--- config.mk ---
export PLATFORM = sky130hd
export DESIGN_NAME = mips_instr_encoder_loader
export DESIGN_NICKNAME = d
export VERILOG_FILES = /design/src/rtl/mips_isa_pkg.sv /design/src/rtl/mips_instr_encode.sv /design/src/rtl/mips_instr_encoder_loader.sv
export SDC_FILE = /design/constraint.sdc
export NUM_CORES = 1
export LEC_CHECK = 0
export ABC_AREA = 0
export BUFFER_PORTS_ARGS = -buffer_cell sky130_fd_sc_hd__buf_2
export CAP_MARGIN = 20
export CELL_PAD_IN_SITES_DETAIL_PLACEMENT = 1
export CELL_PAD_IN_SITES_GLOBAL_PLACEMENT = 2
export CORE_ASPECT_RATIO = 1.1
export CORE_MARGIN = 4
export CORE_UTILIZATION = 25
export CTS_CLUSTER_SIZE = 10
export DETAILED_ROUTE_END_ITERATION = 16
export PLACE_DENSITY_LB_ADDON = 0.25
export SLEW_MARGIN = 10
export SYNTH_ARGS = -nofsm -noshare
export SYNTH_HDL_FRONTEND = slang
export SYNTH_SLANG_ARGS = --single-unit
--- constraint.sdc ---
create_clock -name clk -period 1.9 [get_ports clk]
set_input_delay 0.19 -clock clk [delete_from_list [all_inputs] [get_ports clk]]
set_output_delay 0.19 -clock clk [all_outputs]
set_load 0.03 [all_outputs]
--- src/rtl/mips_isa_pkg.sv ---
// MIPS ISA constants shared by the instruction encoder/loader and the control decoder.
// Holds opcodes, functs, the symbolic op-class enum and the loader FSM states.
package mips_isa_pkg;

    localparam logic [5:0] OPC_R_TYPE = 6'b000000;
    localparam logic [5:0] OPC_LW     = 6'b100011;
    localparam logic [5:0] OPC_SW     = 6'b101011;
    localparam logic [5:0] OPC_BEQ    = 6'b000100;
    localparam logic [5:0] OPC_ADDI   = 6'b001000;
    localparam logic [5:0] OPC_ANDI   = 6'b001100;
    localparam logic [5:0] OPC_ORI    = 6'b001101;
    localparam logic [5:0] OPC_SLTI   = 6'b001010;

    localparam logic [5:0] FN_ADD = 6'b100000;
    localparam logic [5:0] FN_SUB = 6'b100010;
    localparam logic [5:0] FN_AND = 6'b100100;
    localparam logic [5:0] FN_OR  = 6'b100101;
    localparam logic [5:0] FN_SLT = 6'b101010;

    typedef enum logic [3:0] {
        OP_ADD  = 4'd0,
        OP_SUB  = 4'd1,
        OP_AND  = 4'd2,
        OP_OR   = 4'd3,
        OP_SLT  = 4'd4,
        OP_LW   = 4'd5,
        OP_SW   = 4'd6,
        OP_BEQ  = 4'd7,
        OP_ADDI = 4'd8,
        OP_ANDI = 4'd9,
        OP_ORI  = 4'd10,
        OP_SLTI = 4'd11
    } op_e;

    typedef enum logic [1:0] {
        ST_IDLE,
        ST_LOAD,
        ST_FLUSH,
        ST_DONE
    } state_e;

    function automatic logic [31:0] enc_r(input logic [4:0] rs, input logic [4:0] rt,
                                          input logic [4:0] rd, input logic [5:0] funct);
        return {OPC_R_TYPE, rs, rt, rd, 5'b00000, funct};
    endfunction

    function automatic logic [31:0] enc_i(input logic [5:0] opc, input logic [4:0] rs,
                                          input logic [4:0] rt, input logic [15:0] imm);
        return {opc, rs, rt, imm};
    endfunction

endpackage

--- src/rtl/mips_instr_encode.sv ---
// Combinational encoder: symbolic op class plus register/immediate fields to a MIPS word.
// Op classes 12-15 are undefined and reported through legal_o.
module mips_instr_encode
    import mips_isa_pkg::*;
(
    input  logic [3:0]  op_i,
    input  logic [4:0]  rs_i,
    input  logic [4:0]  rt_i,
    input  logic [4:0]  rd_i,
    input  logic [15:0] imm_i,
    output logic [31:0] word_o,
    output logic        legal_o
);

    always_comb begin
        word_o  = '0;
        legal_o = 1'b1;
        case (op_i)
            OP_ADD:  word_o = enc_r(rs_i, rt_i, rd_i, FN_ADD);
            OP_SUB:  word_o = enc_r(rs_i, rt_i, rd_i, FN_SUB);
            OP_AND:  word_o = enc_r(rs_i, rt_i, rd_i, FN_AND);
            OP_OR:   word_o = enc_r(rs_i, rt_i, rd_i, FN_OR);
            OP_SLT:  word_o = enc_r(rs_i, rt_i, rd_i, FN_SLT);
            OP_LW:   word_o = enc_i(OPC_LW,   rs_i, rt_i, imm_i);
            OP_SW:   word_o = enc_i(OPC_SW,   rs_i, rt_i, imm_i);
            OP_BEQ:  word_o = enc_i(OPC_BEQ,  rs_i, rt_i, imm_i);
            OP_ADDI: word_o = enc_i(OPC_ADDI, rs_i, rt_i, imm_i);
            OP_ANDI: word_o = enc_i(OPC_ANDI, rs_i, rt_i, imm_i);
            OP_ORI:  word_o = enc_i(OPC_ORI,  rs_i, rt_i, imm_i);
            OP_SLTI: word_o = enc_i(OPC_SLTI, rs_i, rt_i, imm_i);
            default: legal_o = 1'b0;
        endcase
    end

endmodule

--- src/rtl/mips_instr_encoder_loader.sv ---
// Boot-time IMEM loader: accepts symbolic instruction requests over valid/ready and
// writes the encoded words to sequential IMEM addresses with one cycle of latency.
module mips_instr_encoder_loader
    import mips_isa_pkg::*;
#(
    parameter int unsigned ADDR_W = 8,
    parameter int unsigned DEPTH  = 256
) (
    input  logic              clk,
    input  logic              reset,
    input  logic              start,
    input  logic              finish,
    input  logic              in_valid,
    output logic              in_ready,
    input  logic [3:0]        in_op,
    input  logic [4:0]        in_rs,
    input  logic [4:0]        in_rt,
    input  logic [4:0]        in_rd,
    input  logic [15:0]       in_imm,
    output logic              imem_we,
    output logic [ADDR_W-1:0] imem_addr,
    output logic [31:0]       imem_wdata,
    output logic [ADDR_W:0]   count,
    output logic              full,
    output logic              err_illegal,
    output logic              done
);

    state_e              state_q;
    logic [ADDR_W:0]     count_q;
    logic                imem_we_q;
    logic [ADDR_W-1:0]   imem_addr_q;
    logic [31:0]         imem_wdata_q;
    logic                err_q;
    logic                done_q;

    logic [31:0]         enc_word;
    logic                enc_legal;
    logic                accept;

    mips_instr_encode u_encode (
        .op_i    (in_op),
        .rs_i    (in_rs),
        .rt_i    (in_rt),
        .rd_i    (in_rd),
        .imm_i   (in_imm),
        .word_o  (enc_word),
        .legal_o (enc_legal)
    );

    assign full     = (count_q == (ADDR_W + 1)'(DEPTH));
    assign in_ready = (state_q == ST_LOAD) && !full && !finish;
    assign accept   = in_valid && in_ready;

    // Illegal ops never advance the count, so count doubles as the next write address.
    always_ff @(posedge clk or posedge reset) begin
        if (reset) begin
            state_q      <= ST_IDLE;
            count_q      <= '0;
            imem_we_q    <= 1'b0;
            imem_addr_q  <= '0;
            imem_wdata_q <= '0;
            err_q        <= 1'b0;
            done_q       <= 1'b0;
        end else begin
            imem_we_q <= 1'b0;
            case (state_q)
                ST_IDLE, ST_DONE: begin
                    if (start) begin
                        state_q <= ST_LOAD;
                        count_q <= '0;
                        err_q   <= 1'b0;
                        done_q  <= 1'b0;
                    end
                end
                ST_LOAD: begin
                    // imem_we_q high here means a write is still on the port (pending).
                    if (finish) begin
                        if (imem_we_q) begin
                            state_q <= ST_FLUSH;
                        end else begin
                            state_q <= ST_DONE;
                            done_q  <= 1'b1;
                        end
                    end else if (accept) begin
                        if (enc_legal) begin
                            imem_we_q    <= 1'b1;
                            imem_addr_q  <= count_q[ADDR_W-1:0];
                            imem_wdata_q <= enc_word;
                            count_q      <= count_q + 1'b1;
                        end else begin
                            err_q <= 1'b1;
                        end
                    end
                end
                ST_FLUSH: begin
                    state_q <= ST_DONE;
                    done_q  <= 1'b1;
                end
                default: state_q <= ST_IDLE;
            endcase
        end
    end

    assign imem_we     = imem_we_q;
    assign imem_addr   = imem_addr_q;
    assign imem_wdata  = imem_wdata_q;
    assign count       = count_q;
    assign err_illegal = err_q;
    assign done        = done_q;

endmodule
Yosys cells after proc, flatten, opt, wreduce, memory -nomap -nowiden
Index checks and enable logic that the tools add are counted.
- input bits: 40
- word-level logic and storage cells: 69
- register bits: 54
- $add $sub $neg: 1
- equal/unequal tests: 22
- muxes and demuxes: 23
- bitwise logic cells: 1
- reductions and logical operators: 15
- operator list (cell ; number):
    one-hot mux 32 bit (12 select lines) ; 1
    two-way mux 9 bit ; 4
    one-hot mux 9 bit (2 select lines) ; 1
    == test 4 x 3 -> 1 bit (second input constant) ; 4
    == test 4 bit (second input constant) ; 4
    inequality test 2 bit (second input constant) ; 7
    two-way mux 1 bit ; 12
    OR reduction 12 bit ; 1
    AND reduction 5 bit ; 2
    adder 9 x 1 -> 9 bit (second input constant) ; 1
    == test 9 bit (second input constant) ; 1
    == test 4 x 2 -> 1 bit (second input constant) ; 2
    one-hot mux 2 bit (3 select lines) ; 1
    == test 2 bit (second input constant) ; 2
    == test 4 x 1 -> 1 bit (second input constant) ; 1
    logical NOT 4 bit ; 1
    two-way mux 2 bit ; 2
    AND reduction 4 bit ; 1
    logical AND 1 bit ; 3
    one-hot mux 1 bit (3 select lines) ; 1
    AND reduction 3 bit ; 1
    == test 2 x 1 -> 1 bit (second input constant) ; 1
    logical NOT 1 bit ; 2
    logical NOT 2 bit ; 1
    other kinds (5) ; 5

Logic depth before layout (Yosys ltp)
- depth in word-level cells: 8
- mapped depth: 9

Hierarchy
A second synthesis with hierarchy kept.
- cells, all modules: 251
- area, all modules: 3050.4 um^2
- by module, submodules not included (module ; area an instance (um^2) ; times used ; cells an instance):
    mips_instr_encoder_loader ; 2542.4 ; 1 ; 176
    mips_instr_encode ; 508.0 ; 1 ; 75

Worst setup path before layout
No wires, ideal clock.
- path kind: register to register
- start point: reg count_q[0], in the netlist count[0]
- end point: reg count_q[8], in the netlist count[8]
- data arrival time: 2.021 ns
- cell stages (with the launch flop): 8
- clock period less this slack: 2.099 ns
- required time: 1.822 ns
- setup slack: -0.199 ns
- path through: dfrtp_1 -> inv_1 -> ha_1 -> nor4bb_1 -> a2111o_1 -> buf_6 -> or3_1 -> a21oi_1
- longest elaborated chain between the ends: 7
- elaborated cells between the ends (all ways): 12
- RTL lines (what ; RTL line ; source):
    start, declared ; mips_instr_encoder_loader.sv:30 ; logic [ADDR_W:0] count_q;
    start signal, assigned ; mips_instr_encoder_loader.sv:90 ; count_q <= count_q + 1'b1;
    branches (longest 7 deep; another with adder 9 x 1 -> 9 bit) ; n/a ;
Parallel ways; which one is timed is not known. The select of a mux whose other input is x is not followed.
A chain may end at the register's enable or synchronous reset.

Worst setup path in the final report
- start point: reg state_q[1]
- end point: reg count_q[5], in the netlist count[5]
- longest elaborated chain between the ends: 6
- elaborated cells between the ends (all ways): 14
- RTL lines (what ; RTL line ; source):
    start, declared ; mips_instr_encoder_loader.sv:29 ; state_e state_q;
    start signal, assigned ; mips_instr_encoder_loader.sv:58 ; state_q <= ST_IDLE;
    start signal, assigned ; mips_instr_encoder_loader.sv:70 ; state_q <= ST_LOAD;
    start signal, assigned ; mips_instr_encoder_loader.sv:80 ; state_q <= ST_FLUSH;
    == test 2 x 1 -> 1 bit ; mips_instr_encoder_loader.sv:52, mips_instr_encoder_loader.sv:67 ;
    logical AND 1 bit (2 in a row) ; mips_instr_encoder_loader.sv:52 ; assign in_ready = (state_q == ST_LOAD) && !full && !finish;
    logical AND 1 bit ; mips_instr_encoder_loader.sv:53 ; assign accept = in_valid && in_ready;
    inequality test 2 bit (no source line) ; n/a ;
    AND reduction 5 bit (no source line) ; n/a ;
Parallel ways exist; a longest one is shown, timed or not.

==> summary.txt <==
Run status
  – Outcome: complete, but fails checks
  – Failing checks: setup timing

Routing
  – DRT iter0 DRCs: 80
  – Post-route ant nets: 0
  – Routed length per instance: 15.8 µm
  – DRC viols: 0
  – Wire length on met3: 323 µm
  – DR vias/cell: 4.66
  – DR pass1 iterations: 4
  – Routed length on met1: 3.73 mm
  – Vias: 2507
  – Routed wl met2: 4.33 mm
  – DRT Wirelength: 8.52 mm
  – Max Used Layer: met4

GRT
  – Initial antenna violation count: 0
  – Largest net degree at the start of global routing: 21
  – Vias in the first global route: 2430
  – First-pass GRT wire length: 12.8 mm
  – Total grt overflow: 0
  – Gr usage total: 0.139

Clock network
  – CTS tree: done
  – Sink Count: 53
  – Clk_lat worst skew: 0.31 ns
  – H-tree Lvls: 2
  – CTS max path bufs: 2
  – Root Driver: clkbuf_8
  – Clk pin slew, worst setup/hold paths: 0.10 ns
  – Cts bufs inserted: 5

STA
  – RSZ-0062 raised after global routing: yes
  – Tmin final: 1.94 ns
  – Final count of pins violating max slew: 0
  – Setup TNS Final: -0.0433 ns
  – Final period util: 1.02
  – Final setup fails: 1
  – Clock Skews: 0.00875 ns
  – Max-slew headroom: 0.617
  – Fin. Hold Viols: 0
  – Worst-margin pin slew: 0.573 ns
  – Fin worst setup slack: -0.0433 ns
  – Maximum clock frequency: 515 MHz

Power
  – Pleak: 0.00199 µW
  – Net switching power: 2280 µW
  – Sw frac: 0.446
  – Worst vdd ir: 0.000675 V
  – Clock share of power: 0.126
  – Combinational Power Share: 0.537
  – Seq pwr share: 0.338
  – Power per cell area: 1340 nW/µm²
  – Internal power: 2840 µW

Synthesis
  – Sequential area share after synthesis: 0.529
  – Post-Syn Nets: 323
  – Post-synth EDFFs: 0
  – Cells after Synth: 279
  – Async S/R FF share, synth: 1.00
  – Ys flop type: dfrtp_1
  – Yosys Warn Count: 0
  – Area of the mapped netlist: 2500 µm²
  – Seq cells post-synth: 53
  – Syn Area/Cell: 8.98 µm²
  – Count of cell types in the netlist: 42

Cells and area
  – Final #Nets: 461
  – Fin cells: 538
  – Syn-to-layout area delta: 52.3%
  – Ant. Diodes: 0
  – Layout cells sized above 1: 0.433
  – FF+latch area: 1330 µm²
  – Area of the multi-input gates: 1230 µm²
  – Fill count: 1178

Worst setup path
  – Slowest cell on crit path: or4_1
  – Worst r2r src: state_q[1]
  – Max incr delay on CP: 0.50 ns
  – Worst-path maximum fanout: 5
  – FF-to-FF End: count[5]
  – Crit. End Element: flop
  – Setup crit end: count[5]
  – CP Launch Type: flop
  – CP arrival: 2.19 ns
  – CP Cell Sequence: buf_6 -> ha_4 -> mux2i_4 -> or3_4 -> or4_1 -> nand2_1
  – Register-to-Register Path Depth: 6
  – Critical path class: reg2reg
  – CP required: 2.14 ns
  – CP Launch Point: state_q[1]
  – Flop-to-flop setup slack: -0.04 ns

Die
  – Die Span X: 103 µm
  – IO Pins: 94
  – FP Rows: 38
  – Core Footprint: 9840 µm²
  – Initial Util: 0.255
  – Die H: 113 µm
  – Die ar.: 11700 µm²

Place
  – Detailed Place HPWL: 6.22 mm
  – Dpl cells: 511
  – Port Buffer Count: 92
  – GP Congestion: 0.816

Flow run
  – MaxCap Viol Count: 0

Worst hold path
  – Worst hold path class: in2reg
==> worst max-delay path, delay by kind of cell, from the launching register on <==
kind                     cells  cell delay (ns)
flip-flops                   1             0.40
buffers and inverters        1             0.13
adder cells (fa/ha/maj)      1             0.22
multiplexers                 1             0.20
AND/OR/NAND/NOR              3             0.94
==> synthesized netlist by cell type, types with 2 or more instances <==
cell type | n | area [µm²]
dfrtp_1 | 53 | 1330
nand3_1 | 14 | 70.1
or4_1 | 2 | 15.0
nor4_1 | 2 | 12.5
inv_1 | 13 | 48.8
o21ai_0 | 20 | 100
nor3_1 | 2 | 10.0
o21a_1 | 2 | 15.0
or3_1 | 6 | 37.5
a22oi_1 | 3 | 22.5
mux2_2 | 2 | 22.5
nand2_1 | 73 | 274
nor2_1 | 19 | 71.3
nand4_1 | 3 | 18.8
buf_2 | 7 | 35.0
a21oi_1 | 8 | 40.0
clkbuf_1 | 6 | 22.5
a22o_1 | 2 | 17.5
and2_1 | 2 | 12.5
mux2i_1 | 5 | 50.1
nand2b_1 | 4 | 25.0
nor2b_1 | 4 | 25.0
a221oi_1 | 5 | 43.8
ha_1 | 4 | 50.1
==> per-stage QoR <==
stage | setup WS [ns] | power, µW | area, µm² | utilization | hold WS (ns)
2_1_floorplan | -0.0485 | 3240 | 2570 | - | 0.295
3_3_place_gp | -0.0326 | 4120 | 3380 | 0.343 | 0.241
3_5_place_dp | -0.124 | 4170 | 3380 | 0.343 | 0.241
4_1_cts | -0.0353 | 4900 | 3510 | 0.357 | 0.0516
5_1_grt | -0.103 | 5490 | 3820 | 0.388 | 0.0593
6_report | -0.0433 | 5120 | 3820 | 0.388 | 0.0647
==> metal layers <==
metal	vias up	GRT usage
met5	-	0
li1	1229	-
met1	1219	0.187
met2	53	0.231
met4	0	0.0397
met3	6	0.0197
==> cell type report <==
class,instances,share of cell area
Sequential cell,53,0.348
Multi-Input combinational cell,199,0.323
Timing Repair Buffer,143,0.251
Tap cell,120,0.0393
Clock buffer,7,0.0200
Inverter,14,0.0151
Clock inverter,1,0.00197
Timing Repair inverter,1,0.00164
==> sequential cells by signal, summed over array words and instances, names as in the netlist <==
| signal | cells |
|---|---|
| done | 1 |
| imem_wdata | 31 |
| state_q | 2 |
| err_illegal | 1 |
| imem_we | 1 |
| imem_addr | 8 |
| count | 9 |
==> cell families after synthesis <==
logic type / after synthesis / synth area share
AND/OR/NAND/NOR: 134 / 0.238
flip-flops: 53 / 0.529
AO/OA/AOI/OAI: 50 / 0.127
buffers and inverters: 29 / 0.0514
multiplexers: 7 / 0.0290
adder cells (fa/ha/maj): 4 / 0.0200
other: 1 / 0.00150
XOR/XNOR: 1 / 0.00350
==> power groups by stage <==
stage                     sequential (µW)  combinational, µW  clock (µW)
after detailed placement             1760               2420           0
final                                1730               2750         643
after global placement               1750               2380           0
after floorplan                      2490                750           0
after CTS                            1740               2480         675
after global routing                 1790               2970         733
==> worst min-delay path by stage <==
stage,end,depth (start not counted),from
6_report,imem_wdata[23],3,in_rs[2]
5_1_grt,imem_wdata[17],3,in_rt[1]
4_1_cts,imem_wdata[21],3,in_rs[0]
3_5_place_dp,imem_wdata[22],2,reset
3_3_place_gp,imem_wdata[22],2,reset
2_1_floorplan,imem_wdata[16],2,in_rt[0]
==> layout by cell type (no fill, tap or decap), types with 2 or more instances in the layout <==
| cell type | instances |
|---|---|
| a2111o_1 | 2 |
| a21oi_1 | 7 |
| a221oi_2 | 5 |
| a22o_1 | 2 |
| a22oi_1 | 3 |
| buf_12 | 2 |
| buf_2 | 90 |
| buf_4 | 39 |
| buf_6 | 6 |
| clkbuf_1 | 2 |
| clkbuf_16 | 3 |
| clkbuf_8 | 5 |
| dfrtp_1 | 51 |
| dfrtp_2 | 2 |
| ha_4 | 3 |
| inv_1 | 9 |
| inv_2 | 4 |
| mux2i_1 | 4 |
| nand2_1 | 72 |
| nand2b_1 | 3 |
| nand3_1 | 12 |
| nand3_2 | 2 |
| nand4_1 | 3 |
| nor2_1 | 18 |
| nor2b_1 | 4 |
| nor4_1 | 2 |
| o21a_1 | 2 |
| o21ai_0 | 17 |
| o21ai_1 | 2 |
| o21ai_2 | 2 |
| or3_1 | 5 |
| or4_1 | 2 |
==> timing repair <==
item / CTS / global route
pin swaps: 1 / 6
gates cloned: 1 / 5
hold buffers: 1 / 0
buffers inserted: 0 / 12
resized for setup: 7 / 32
endpoints found under the setup margin: 23 / 48
hold endpoints to repair: 18 / 0
Power figures use the tool's default switching activity.
